## src/rtl/pipeline_pkg.sv

```systemverilog
// Shared definitions for the pipeline hazard/stall controller.
// Holds the FSM state encoding and the register-index width.
package pipeline_pkg;

  localparam int REG_IDX_W = 5;

  typedef enum logic [1:0] {
    ST_RUN      = 2'd0,
    ST_MEM_WAIT = 2'd2,
    ST_ERR      = 2'd3
  } state_t;

endpackage

```

## src/rtl/hazard_detect.sv

```systemverilog
// Load-use hazard compare between the load in EX and the sources in ID.
// Pure combinational; r0 is hardwired zero, so it never creates a dependency.
module hazard_detect
  import pipeline_pkg::*;
(
  input  logic                 i_idex_memread,
  input  logic [REG_IDX_W-1:0] i_idex_rd,
  input  logic [REG_IDX_W-1:0] i_ifid_rs,
  input  logic [REG_IDX_W-1:0] i_ifid_rt,
  output logic                 o_hazard
);

  assign o_hazard = i_idex_memread && (i_idex_rd != '0) &&
                    ((i_idex_rd == i_ifid_rs) || (i_idex_rd == i_ifid_rt));

endmodule

```

## src/rtl/pipeline_ctrl.sv

```systemverilog
// Pipeline stall/flush controller: memory-wait FSM with timeout, branch flush,
// load-use bubble and a saturating stall/flush event counter.
//
// state    | meaning
// RUN      | normal flow; branch flush and load-use bubble handled here
// MEM_WAIT | data memory busy, whole pipeline frozen, counting wait cycles
// ERR      | memory timeout, pipeline frozen until reset
module pipeline_ctrl
  import pipeline_pkg::*;
#(
  parameter int MEM_TIMEOUT = 15,
  parameter int STALL_CNT_W = 16
) (
  input  logic                   clk,
  input  logic                   rst_n,
  input  logic                   idex_memread,
  input  logic [REG_IDX_W-1:0]   idex_rd,
  input  logic [REG_IDX_W-1:0]   ifid_rs,
  input  logic [REG_IDX_W-1:0]   ifid_rt,
  input  logic                   branch_taken,
  input  logic                   mem_req,
  input  logic                   mem_ready,
  output logic                   pc_en,
  output logic                   ifid_en,
  output logic                   idex_en,
  output logic                   exmem_en,
  output logic                   memwb_en,
  output logic                   ifid_flush,
  output logic                   idex_flush,
  output logic                   memwb_bubble,
  output logic                   mem_timeout_err,
  output logic [1:0]             state,
  output logic [STALL_CNT_W-1:0] stall_cnt
);

  localparam int WAIT_W = $clog2(MEM_TIMEOUT + 1);

  logic [1:0]             r_state;
  logic [WAIT_W-1:0]      r_wait_cnt;
  logic                   r_err;
  logic [STALL_CNT_W-1:0] r_stall_cnt;

  state_t            w_state_dec;
  state_t            w_state_nxt;
  logic [WAIT_W-1:0] w_wait_nxt;
  logic              w_hazard;
  logic              w_run_flow;
  logic              w_stall_evt;
  logic [4:0]        w_en;
  logic [2:0]        w_fl;

  hazard_detect u_hazard_detect (
    .i_idex_memread (idex_memread),
    .i_idex_rd      (idex_rd),
    .i_ifid_rs      (ifid_rs),
    .i_ifid_rt      (ifid_rt),
    .o_hazard       (w_hazard)
  );

  // The unused encoding 2'b01 falls into the default arm and behaves as RUN.
  always_comb begin
    case (r_state)
      2'd2:    w_state_dec = ST_MEM_WAIT;
      2'd3:    w_state_dec = ST_ERR;
      default: w_state_dec = ST_RUN;
    endcase
  end

  // w_en = {pc, ifid, idex, exmem, memwb}; w_fl = {ifid_flush, idex_flush, memwb_bubble}
  always_comb begin
    w_state_nxt = w_state_dec;
    w_wait_nxt  = r_wait_cnt;
    w_run_flow  = 1'b0;
    w_en        = 5'b11111;
    w_fl        = 3'b000;
    case (w_state_dec)
      ST_ERR: begin
        w_en = 5'b00000;
      end
      ST_MEM_WAIT: begin
        if (mem_ready) begin
          w_state_nxt = ST_RUN;
          w_run_flow  = 1'b1;
        end else begin
          w_en       = 5'b00000;
          w_fl       = 3'b001;
          w_wait_nxt = r_wait_cnt + WAIT_W'(1);
          if (r_wait_cnt == WAIT_W'(MEM_TIMEOUT - 1)) begin
            w_state_nxt = ST_ERR;
          end
        end
      end
      default: begin
        if (mem_req && !mem_ready) begin
          w_state_nxt = ST_MEM_WAIT;
          w_wait_nxt  = '0;
          w_en        = 5'b00000;
          w_fl        = 3'b001;
        end else begin
          w_run_flow = 1'b1;
        end
      end
    endcase
    // Branch squashes the dependent instruction anyway, so it wins over load-use.
    if (w_run_flow) begin
      if (branch_taken) begin
        w_fl = 3'b110;
      end else if (w_hazard) begin
        w_en = 5'b00111;
        w_fl = 3'b010;
      end
    end
  end

  assign w_stall_evt = (w_en != 5'b11111) || (w_fl != 3'b000);

  always_ff @(posedge clk) begin
    if (!rst_n) begin
      r_state     <= ST_RUN;
      r_wait_cnt  <= '0;
      r_err       <= 1'b0;
      r_stall_cnt <= '0;
    end else begin
      r_state    <= w_state_nxt;
      r_wait_cnt <= w_wait_nxt;
      if (w_state_nxt == ST_ERR) begin
        r_err <= 1'b1;
      end
      if (w_stall_evt && (r_stall_cnt != '1)) begin
        r_stall_cnt <= r_stall_cnt + STALL_CNT_W'(1);
      end
    end
  end

  // During reset every stage loads a bubble so the pipeline comes up clean.
  always_comb begin
    if (!rst_n) begin
      {pc_en, ifid_en, idex_en, exmem_en, memwb_en} = 5'b11111;
      {ifid_flush, idex_flush, memwb_bubble}        = 3'b111;
    end else begin
      {pc_en, ifid_en, idex_en, exmem_en, memwb_en} = w_en;
      {ifid_flush, idex_flush, memwb_bubble}        = w_fl;
    end
  end

  assign mem_timeout_err = r_err;
  assign state           = r_state;
  assign stall_cnt       = r_stall_cnt;

endmodule

```

## config.mk

```make
export PLATFORM = sky130hd
export DESIGN_NAME = pipeline_ctrl
export DESIGN_NICKNAME = d
export VERILOG_FILES = /design/src/rtl/pipeline_pkg.sv /design/src/rtl/hazard_detect.sv /design/src/rtl/pipeline_ctrl.sv
export SDC_FILE = /design/constraint.sdc
export NUM_CORES = 1
export LEC_CHECK = 0
export BUFFER_PORTS_ARGS = -buffer_cell sky130_fd_sc_hd__buf_2
export CORE_AREA = 2 2 61 63
export CTS_CLUSTER_SIZE = 8
export DETAILED_ROUTE_END_ITERATION = 10
export DIE_AREA = 0 0 63 65
export PLACE_DENSITY = 0.7
export SETUP_SLACK_MARGIN = 0.1
export SLEW_MARGIN = 20
export SYNTH_ARGS = -nofsm -noshare
export SYNTH_HDL_FRONTEND = slang
export SYNTH_SLANG_ARGS = --single-unit
```

## constraint.sdc

```tcl
create_clock -name clk -period 3.3 [get_ports clk]
set_input_delay 0.66 -clock clk [delete_from_list [all_inputs] [get_ports clk]]
set_output_delay 0.66 -clock clk [all_outputs]
set_load 0.01 [all_outputs]
```

# Word-level counts from Yosys, hierarchy flattened
# Index checks and enable logic that the tools add are counted.
totals:
  output_inout_bits: 27
  inputBits: 21
  reg_bits: 23
classes:
  n_reduce_logical: 11
  n_eq_ne: 11
  bitwise: 1
  n_addsub: 2
  mux: 31
op_table:
  columns: ["operator", "count"]
  rows:
  - ["two-way mux 5 bit", 5]
  - ["adder 16 x 1 -> 16 bit (second input constant)", 1]
  - ["!= test 16 bit (second input constant)", 1]
  - ["two-way mux 1 bit", 12]
  - ["== test 2 bit (second input constant)", 5]
  - ["== test 5 bit", 2]
  - ["one-hot mux 5 bit (2 select lines)", 1]
  - ["two-way mux 3 bit", 3]
  - ["two-way mux 4 bit", 2]
  - ["one-hot mux 2 bit (2 select lines)", 2]
  - ["one-hot mux 4 bit (2 select lines)", 1]
  - ["two-way mux 2 bit", 3]
  - ["!= test 5 bit (second input constant)", 1]
  - ["nonzero test 5 bit", 1]
  - ["adder 4 x 1 -> 4 bit (second input constant)", 1]
  - ["== test 4 bit (second input constant)", 1]
  - ["logical AND 1 bit", 4]
  - ["one-hot mux 1 bit (2 select lines)", 2]
  - ["AND reduction 3 bit", 1]
  - ["nonzero test 3 bit", 1]
  - ["logical OR 1 bit", 2]
  - ["!= test 2 bit (second input constant)", 1]
  - ["nonzero test 2 bit", 1]
  - ["logical NOT 1 bit", 1]
  - ["NOT 1 bit", 1]

# Depth between registers and ports, before layout
# Gate-level depths: netlist of the first run.
depth:
  depth_word: 10
  depth_mapped: 9
  depth_no_buf: 7

# By module
# Synthesis of the first run repeated with hierarchy kept, for this count alone.
hier_totals:
  hier_cells: 158
  hier_area_um2: 1350.0
modules_own_cells:
  columns: ["module", "n_inst", "cells_per_inst", "area_each_um2"]
  rows:
  - ["pipeline_ctrl", 1, 141, 1224.9]
  - ["hazard_detect", 1, 17, 125.1]

# Least setup slack after synthesis of the first run
# No wires, ideal clock.
synth_timing:
  path_type: "input-to-output"
  from: "input port idex_rd[0]"
  to: "output port pc_en"
  path_stages: 5
  t_required_ns: 2.640
  arrival_ns: 1.856
  slack_ns: 0.784
  path_buffers: 1
  cell_sequence: "or4_1 > o21ai_1 > nor2_1 > o21bai_1 > buf_4"
synth_between:
  elab_chain_len: 7
  word_cells_on_any_way: 10
synth_rtl:
  columns: ["item", "line", "source"]
  rows:
  - ["start: declaration", "pipeline_ctrl.sv:17", "input logic [REG_IDX_W-1:0] idex_rd,"]
  - ["== test 5 bit or nonzero test 5 bit (tied branches)", "hazard_detect.sv:14, hazard_detect.sv:13", null]
  - ["logical OR 1 bit or logical AND 1 bit (tied branches)", "hazard_detect.sv:14, hazard_detect.sv:13", null]
  - ["logical AND 1 bit (*)", "hazard_detect.sv:13", "assign o_hazard = i_idex_memread && (i_idex_rd != '0) &&"]
  - ["two-way mux 5 bit (*)", "pipeline_ctrl.sv:108", "end else if (w_hazard) begin"]
  - ["two-way mux 5 bit (*)", "pipeline_ctrl.sv:106", "if (branch_taken) begin"]
  - ["two-way mux 5 bit (*)", "pipeline_ctrl.sv:105", "if (w_run_flow) begin"]
  - ["two-way mux 1 bit (*)", "pipeline_ctrl.sv:137", "if (!rst_n) begin"]
  - ["end: declaration", "pipeline_ctrl.sv:23", "output logic pc_en,"]
# Every way passes the cells marked *; elsewhere a longest branch is shown, timed or not.

# Final worst setup path of the first run
# Same ends and word-level chain as after synthesis.

==> metrics.txt, run 1 <==
status finished, final reports clean; internal power 0.3594 mW; largest net degree at the start of global routing 22; n_diodes 0; DIE AREA around 0.0041 mm2; placed insts 251; post-route ant nets 0; via count about 1,300; PD cells about 300 mW/mm2; Rows 22; First-pass DRT Iterations 4; NetSw 0.1348 mW; routed vias/inst ~5.2; CTS tree built; DRT iter0 DRCs 50; Crit Path Max Fanout 3; Die Y between 60 and 70 um; antenna violations before repair 0; Post-Syn Nets between 150 and 200; Clk pin slew, worst setup/hold paths 120 ps; Cell Area, Synth 0.001366 mm2; GPL Wtd Cong 0.7943; H-tree depth 1; Util after Layout 46.64%; Die Wd 63 um; Resize count post-CTS 0; Clock Skew around 13 ps; CP Capture Type output pin; Clk pwr share 26.5%; Worst Hold Class reg -> reg; Ports 48; top-count cell post-synth dfxtp_1; dpl cell area 0.001603 mm2; share of the synthesized area in the top cell type 33.70%; vias in the first global route roughly 1,200; final WL 3.007 mm; maximum clock path buffer count 2; Worst-Skew Late Latency 310 ps; Syn Inst Count ~170; Flop pwr share 58.1%; Slew HR 59.21%; number of synthesized flops with an enable pin 0; asr flop ratio synth 0%; TNS Setup 0 ps; HPWL after DPL 2.232 mm; max frequency 391.6 MHz; Required @ worst endpoint 2640 ps; # fillers 356; top post-synthesis cells by count 23 x dfxtp_1, 15 x nand3_1, 14 x a21oi_1; Worst setup SP type input pin; unrepaired setup endpoints after global routing no; Avg Inst Size Synth 8.281 um2; Post-synth top flop dfxtp_1; Max-Cap Viols 0; first-pass GRT wire length roughly 5.2 mm; switch share a little over a quarter; layout cell share with drive strength beyond 1 26.57%; Final Instance Area between 0.0015 and 0.002 mm2; number of port buffers between 40 and 50; Final Max Slew Viols 0; kind of critical path in -> out; Max VDD drop approximately 0.00018 V; Tmin final 2554 ps; root buffer cell clkbuf_4; Worst Tran Pin Value about 610 ps; area leader, netlist dfxtp_1; Comb pwr share between 10% and 20%; hold_ws around 470 ps; Post-CTS Hold Fix Bufs 0; All-Layer GR Usage 15.44%; Avg WL per Cell 11.79 um; largest cells by area after synthesis dfxtp_1 34%, xor2_1 7.7%, nand3_1 5.5%; remaining global-route overflow 0; final-report hold violation count 0; Setup Fix Bufs, Post-CTS 0; Seq/Total Area, Yosys 33.70%; distinct cell type count after synthesis 31; CTS sink cnt 23; # nets final 232; Setup Viol. Count Final 0; drt drc 0; synth-to-layout area growth 19.32%; Non-Filler Instances between 200 and 300; Worst Path Arrival 1890 ps; Initial Utilization 39.08%; FF+latch count, synth 23; Final period util about 77%; leakage 0.7318 nW; CTS Buf Count 3; Core Area 0.003496 mm2; warning count from the yosys run 0
flip-flops by register name (all words and copies together), names as in the netlist:
name,count
stall_cnt,16
r_wait_cnt,4
state,2
mem_timeout_err,1
power by group through the flow:
stage / Clock (mW) / Sequential, mW / Combinational [mW]
finish: 0.131 / 0.287 / 0.0763
global route: 0.153 / 0.288 / 0.0869
CTS: 0.139 / 0.287 / 0.0771
detailed placement: 0 / 0.293 / 0.0767
global placement: 0 / 0.293 / 0.0758
floorplan: 0 / 0.294 / 0.0472
cells by family after synthesis:
kind of cell             Yosys count  synth area share [%]
AO/OA/AOI/OAI                     41                 18.68
AND/OR/NAND/NOR                   67                 28.30
XOR/XNOR                          12                 7.692
flip-flops                        23                 33.70
multiplexers                       4                 2.931
adder cells (fa/ha/maj)            3                 2.748
buffers and inverters             15                 5.953
layer usage:
layer / GRT usage (%) / up-vias / share of wire (%)
met3: 3.299 / 2 / 3.5
met5: 0 / - / 0
met4: 2.500 / 0 / 0.30
met1: 19.55 / 612 / 49
met2: 27.26 / 24 / 48
li1: - / 686 / -
stage by stage:
| step | total power [mW] | setup WS, ps |
|---|---|---|
| floorplan | 0.3412 | 784.5 |
| global placement | 0.3690 | 760.8 |
| detailed placement | 0.3700 | 741.9 |
| CTS | 0.5031 | 741.2 |
| global route | 0.5284 | 645.8 |
| finish | 0.4943 | 746.2 |
final timing paths:
path | from | endpoint | slack [ps] | cells past startpoint
hold / removal | mem_timeout_err | mem_timeout_err | 470 | 2
setup reg to reg | stall_cnt[0] | stall_cnt[8] | 1170 | 7
setup / recovery | idex_rd[0] | pc_en | 750 | 6
hold reg to reg | mem_timeout_err | mem_timeout_err | 470 | 2
placed cells by master, fill, tap and decap left out, types with 3 or more instances in the layout:
cell and n:
o21ai_0 6, a21oi_1 14, inv_1 6, clkbuf_4 3, o31ai_1 10, nand2b_1 8, xor2_1 12, nand3_1 15
mux2i_1 4, nand2_1 8, ha_1 3, dfxtp_1 23, nor3_1 3, buf_2 47, or4_1 10, nor2_1 10
and3_4 4, a22oi_1 3, and3_1 5
layout make-up:
type                       count  area [um2]  share of cell area, %
timing repair buffer          47       235.2                  14.43
tap                           48       60.06                  3.684
clock inverter                 1       5.005                 0.3070
inverter                       6       22.52                  1.381
multi-input combinational    127       824.5                  50.58
clock buffer                   3       22.52                  1.381
sequential                    23       460.4                  28.24
critical path, stage by stage:
cell and delay [ps]:
buf_2 120, or4_1 510, o21ai_1 220, nor2_1 90
o21bai_1 150, buf_2 150
No activity file was read; power rests on OpenSTA's default activity.
==> run 2: changes to the inputs <==
--- a/config.mk
+++ b/config.mk
@@ -10,7 +10,7 @@
 export CTS_CLUSTER_SIZE = 8
 export DETAILED_ROUTE_END_ITERATION = 10
 export DIE_AREA = 0 0 63 65
-export PLACE_DENSITY = 0.7
+export PLACE_DENSITY = 0.73
 export SETUP_SLACK_MARGIN = 0.1
 export SLEW_MARGIN = 20
 export SYNTH_ARGS = -nofsm -noshare
==> constraint.sdc (replaced) <==
create_clock -name clk -period 2.2 [get_ports clk]
set_input_delay 0.44 -clock clk [delete_from_list [all_inputs] [get_ports clk]]
set_output_delay 0.44 -clock clk [all_outputs]
set_load 0.01 [all_outputs]
==> run 2 against run 1 <==
Compared with the run above:
- largest power group unchanged
- setup slack got worse by 620 ps
- hold slack worse by 8.9 ps
- highest routed layer unchanged
- global-route usage grew 0.80 points
- core utilization is 4.2 points higher
==> metrics.txt, run 2 (synthesis gave the netlist of run 1 again) <==
status finished, final reports clean (unchanged); Worst Hold Class in -> reg (was reg -> reg); drt drc 0 (unchanged); Max-Cap Viols 0 (unchanged); worst hold start rst_n (was mem_timeout_err); # nets final 242 (was 232); Rows 22 (unchanged); CTS sink cnt 23 (unchanged); DRT iter0 DRCs 72 (was 50); CTS tree built (unchanged); Worst-Skew Late Latency 320 ps (was 310 ps); First-pass DRT Iterations 4 (unchanged); unrepaired setup endpoints after global routing yes (was no); Core Area 0.003496 mm2 (unchanged); max frequency 481.6 MHz; max FFs per register 16 (unchanged); NetSw 0.2148 mW (was 0.1348 mW); via count 1,396 (was 1,324); Worst Path Arrival 1640 ps (was 1890 ps); routed vias/inst 5.268 (was 5.192); final-report hold violation count 0 (unchanged); TNS Setup 0 ps (unchanged); CP Capture Type output pin (unchanged); root buffer cell clkbuf_4 (unchanged); Non-Filler Instances 265 (was 255); Die Wd 63 um (unchanged); Final Max Slew Viols 0 (unchanged); maximum clock path buffer count 2 (unchanged); n_diodes 0 (unchanged); final WL 3.453 mm (was 3.007 mm); layout cell share with drive strength beyond 1 35.02% (was 26.57%); Worst setup SP type input pin (unchanged); Crit Path Max Fanout 3 (unchanged); H-tree depth 1 (unchanged); All-Layer GR Usage 16.24% (was 15.44%); GPL Wtd Cong 0.8078 (was 0.7943); antenna violations before repair 0 (unchanged); placed insts 257 (was 251); first-pass GRT wire length 5.382 mm (was 5.244 mm); Clk pwr share 25.9% (was 26.5%); kind of critical path in -> out (unchanged); vias in the first global route 1,271 (was 1,190); Setup Viol. Count Final 0 (unchanged); internal power 0.5583 mW (was 0.3594 mW); post-route ant nets 0 (unchanged); Comb pwr share 18.4% (was 15.4%); Die Y 65 um (unchanged); Initial Utilization 39.08% (unchanged); Max VDD drop 0.0003439 V (was 0.0001833 V); switch share 27.79% (was 27.28%); Avg WL per Cell 13.03 um (was 11.79 um); DIE AREA 0.004095 mm2 (unchanged); number of port buffers 47 (unchanged); leakage 0.8016 nW (was 0.7318 nW); Slew HR 62.71% (was 59.21%); Clk pin slew, worst setup/hold paths 120 ps (about the same); most frequent cells in the layout 45 x buf_2, 20 x dfxtp_1, 15 x nand3_1 (was 47 x buf_2, 23 x dfxtp_1, 15 x nand3_1); synth-to-layout area growth 30.13% (was 19.32%); # fillers 378 (was 356); Flop pwr share 55.7% (was 58.1%); CP startpoint idex_rd[4] (was idex_rd[0]); Post-CTS Hold Fix Bufs 0 (unchanged); CTS Buf Count 3 (unchanged); HPWL after DPL 2.355 mm (was 2.232 mm); Clock Skew 9.405 ps (was 12.76 ps); Final period util 94.38%; Ports 48 (unchanged); pre-CTS setup slack 95.71 ps (was 741.9 ps); Tmin final 2076 ps; Required @ worst endpoint 1760 ps (was 2640 ps); remaining global-route overflow 0 (unchanged); PD cells 434.8 mW/mm2 (was 303.2 mW/mm2); largest net degree at the start of global routing 22 (unchanged); PnR worst setup slack 123.6 ps (was 746.2 ps); reg-to-reg critical path startpoint stall_cnt[1] (was stall_cnt[0]); Worst Tran Pin Value 558.7 ps (was 611.9 ps); commonest non-fill, non-tap cell in the layout buf_2 (unchanged)
## run 2: what timing repair did
item	CTS	global route
buffers inserted	0	2
gates cloned	1	1
pin swaps	0	8
gates resized for setup	2	17
setup endpoints to repair	4	12
## run 2: area by class of cell
type | instances | area [um2] | area share (%)
clock buffers | 3 | 22.52 | 1.267
clock inverters | 1 | 5.005 | 0.2815
inverters | 6 | 22.52 | 1.267
multi-input cells | 129 | 879.6 | 49.47
flip-flops and latches | 23 | 464.2 | 26.11
well taps | 48 | 60.06 | 3.378
repair buffers | 55 | 324.1 | 18.23
## run 2: through the flow
step	util (%)	power (mW)	area, um2	hold WS, ps
after floorplan	-	0.5119	1366	469.6
after global placement	47.49	0.5698	1660	446.7
after detailed placement	47.49	0.5718	1660	445.3
after CTS	48.60	0.7694	1699	454.1
after global routing	50.86	0.8135	1778	471.2
final	50.86	0.7731	1778	457.4
## run 2: final timing paths
check | cells after the start | slack (ps) | end
worst max register to register | 7 | 170 | stall_cnt[7]
worst min-delay path | 3 | 460 | state[1]
worst min register to register | 2 | 470 | mem_timeout_err
worst max-delay path | 6 | 120 | pc_en
## run 2: worst max-delay path, cell delays in order
cell	delay [ps]
buf_8	100
or4_4	540
o21ai_4	180
nor2_2	70
o21bai_1	150
buf_2	150
## run 2: routing by layer
| layer | wire length, um | vias up | global-route usage (%) |
|---|---|---|---|
| met4 | 14 | 0 | 3.611 |
| met1 | 1478 | 652 | 18.14 |
| met3 | 141 | 2 | 4.514 |
| met5 | 0 | - | 0 |
| met2 | 1819 | 34 | 30.45 |
| li1 | - | 708 | - |
## run 2: power by group through the flow
stage	combinational, mW	sequential [mW]	clock [mW]
detailed placement	0.133	0.439	0
CTS	0.134	0.430	0.206
floorplan	0.0708	0.441	0
finish	0.142	0.430	0.201
global route	0.157	0.432	0.225
global placement	0.131	0.439	0
==> run 3: changes to the inputs <==
--- a/config.mk
+++ b/config.mk
@@ -10,7 +10,7 @@
 export CTS_CLUSTER_SIZE = 8
 export DETAILED_ROUTE_END_ITERATION = 10
 export DIE_AREA = 0 0 63 65
-export PLACE_DENSITY = 0.73
+export PLACE_DENSITY = 0.7
 export SETUP_SLACK_MARGIN = 0.1
 export SLEW_MARGIN = 20
 export SYNTH_ARGS = -nofsm -noshare
==> constraint.sdc (replaced) <==
create_clock -name clk -period 2.47 [get_ports clk]
set_input_delay 0.494 -clock clk [delete_from_list [all_inputs] [get_ports clk]]
set_output_delay 0.494 -clock clk [all_outputs]
set_load 0.01 [all_outputs]
==> run 3 against run 2 <==
Compared with the run above:
- core utilization down 3.8 points
- die area unchanged
- clock skew down 1.8 ps
- setup slack better by 130 ps
- via count down 4.0%
- cell count down 3.0%
- count of clock-buffer cells in the layout up 1
- first-iteration DRC count up 21%
- sequential power down 11%
- non-clock buffer count down 6
- sequential cell count unchanged
- total power down 14%
- highest routed layer unchanged
==> metrics.txt, run 3 (synthesis gave the netlist of run 1 again) <==
n_diodes 0 (unchanged); WP buf/inv 2 (unchanged); DRT iter0 DRCs 87 (was 72); placed insts 253 (was 257); Flop pwr share 57.4% (was 55.7%); final-report hold violation count 0 (unchanged); most numerous cell on the critical path buf_2; Worst setup SP type input pin (unchanged); Slowest cell on crit path or4_1 (was or4_4); total power 0.6676 mW (was 0.7731 mW); max FFs per register 16 (unchanged); dpl cell area 0.001618 mm2 (was 0.001660 mm2); final WL 2.980 mm (was 3.453 mm); Slowest Stage Delay on Critical Path 510 ps (was 540 ps); switch share 27.24% (was 27.79%); # nets final 234 (was 242); Worst Tran Pin Value 525.3 ps (was 558.7 ps); unrepaired setup endpoints after global routing no (was yes); max frequency around 450 MHz; critical path's top delay family simple AND/OR/NAND/NOR gates (unchanged); synth-to-layout area growth 20.33% (was 30.13%); First-pass DRT Iterations 4 (unchanged); Tmin final 2221 ps; post-route ant nets 0 (unchanged); largest net degree at the start of global routing 22 (unchanged); Worst Hold Class reg -> reg (was in -> reg); CTS Buf Count 3 (unchanged); routed vias/inst 5.214 (was 5.268); H-tree depth 1 (unchanged); Slew HR 64.94% (was 62.71%); antenna violations before repair 0 (unchanged); layout cell share with drive strength beyond 1 26.79% (was 35.02%); Initial Utilization 39.08% (unchanged); Setup Fix Bufs, Post-CTS 0 (unchanged); hold_ws 474.7 ps (was 457.4 ps); commonest non-fill, non-tap cell in the layout buf_2 (unchanged); kind of critical path in -> out (unchanged); TNS Setup 0 ps (unchanged); All-Layer GR Usage 16.33% (was 16.24%); Worst Path Arrival 1730 ps (was 1640 ps); Clk pwr share 26.9% (was 25.9%); Clock Skew 7.578 ps (was 9.405 ps); Die Y 65 um (unchanged); Core Area 0.003496 mm2 (unchanged); Max-Cap Viols 0 (unchanged); Required @ worst endpoint 1980 ps (was 1760 ps); Post-CTS Hold Fix Bufs 0 (unchanged); Max VDD drop 0.0004197 V (was 0.0003439 V); Resize count post-CTS 0 (was 2); critical-path cell list buf_2, or4_1, o21ai_1, nor2_1, o21bai_1, buf_2 (was buf_8, or4_4, o21ai_4, nor2_2, o21bai_1, buf_2); drt drc 0 (unchanged); Clk pin slew, worst setup/hold paths 120 ps (about the same); status finished, final reports clean (unchanged); Non-Filler Instances 257 (was 265); maximum clock path buffer count 2 (unchanged); Avg WL per Cell 11.60 um (was 13.03 um); CP Capture Type output pin (unchanged); remaining global-route overflow 0 (unchanged); GPL Wtd Cong 0.7510 (was 0.8078); via count 1,340 (was 1,396); CTS tree built (unchanged); internal power 0.4857 mW (was 0.5583 mW); CTS sink cnt 23 (unchanged); Comb pwr share 15.7% (was 18.4%); leakage 0.7389 nW (was 0.8016 nW); NetSw 0.1819 mW (was 0.2148 mW); number of port buffers 47 (unchanged); DIE AREA 0.004095 mm2 (unchanged); first-pass GRT wire length 5.478 mm (was 5.382 mm); Die Wd 63 um (unchanged); root buffer cell clkbuf_4 (unchanged); PD cells 406.1 mW/mm2 (was 434.8 mW/mm2); Worst-Skew Late Latency 320 ps (about the same); Rows 22 (unchanged); Final period util 89.91%; vias in the first global route 1,230 (was 1,271); Final Instance Area 0.001644 mm2 (was 0.001778 mm2); HPWL after DPL 2.264 mm (was 2.355 mm); Final Max Slew Viols 0 (unchanged); Crit Path Max Fanout 3 (unchanged); Setup Viol. Count Final 0 (unchanged); Ports 48 (unchanged); most frequent cells in the layout 47 x buf_2, 23 x dfxtp_1, 15 x nand3_1 (was 45 x buf_2, 20 x dfxtp_1, 15 x nand3_1)
==> run 3: cell type report <==
cell class,instances,area [um2]
clock buffers,4,26.28
fillers,387,1852
inverters,6,22.52
multi-input cells,127,824.5
flip-flops and latches,23,460.4
well taps,48,60.06
repair buffers,49,250.2
==> run 3: worst min-delay path: stages (launching register included) <==
cell     delay (ps)
dfxtp_1         330
inv_1            50
a21oi_1          60
==> run 3: metal layers <==
layer | up-vias | GRT usage [%] | part of all wire [%]
met5 | - | 0 | 0
met4 | 0 | 1.667 | 0.47
met3 | 2 | 4.514 | 4.7
met2 | 27 | 29.79 | 48
met1 | 620 | 19.68 | 46
li1 | 691 | - | -
==> run 3: metrics by stage <==
step                setup slack [ps]  utilization [%]
global route                   150.4            47.03
finish                         249.3            47.03
global placement               257.2            46.28
CTS                            245.5            47.03
detailed placement             231.3            46.28
floorplan                      286.5                -
==> run 3: final timing paths <==
kind,slack (ps),endpoint,start,cells past startpoint
worst min-delay path,470,mem_timeout_err,mem_timeout_err,2
worst max register to register,350,stall_cnt[3],stall_cnt[0],7
worst min register to register,470,mem_timeout_err,mem_timeout_err,2
worst max-delay path,250,pc_en,idex_rd[0],6
==> run 3: power by group through the flow <==
stage / Combinational, mW / Sequential [mW] / Clock (mW)
after detailed placement: 0.106 / 0.392 / 0
final: 0.105 / 0.384 / 0.179
after floorplan: 0.0631 / 0.393 / 0
after global placement: 0.105 / 0.392 / 0
after global routing: 0.120 / 0.385 / 0.195
after CTS: 0.106 / 0.384 / 0.182
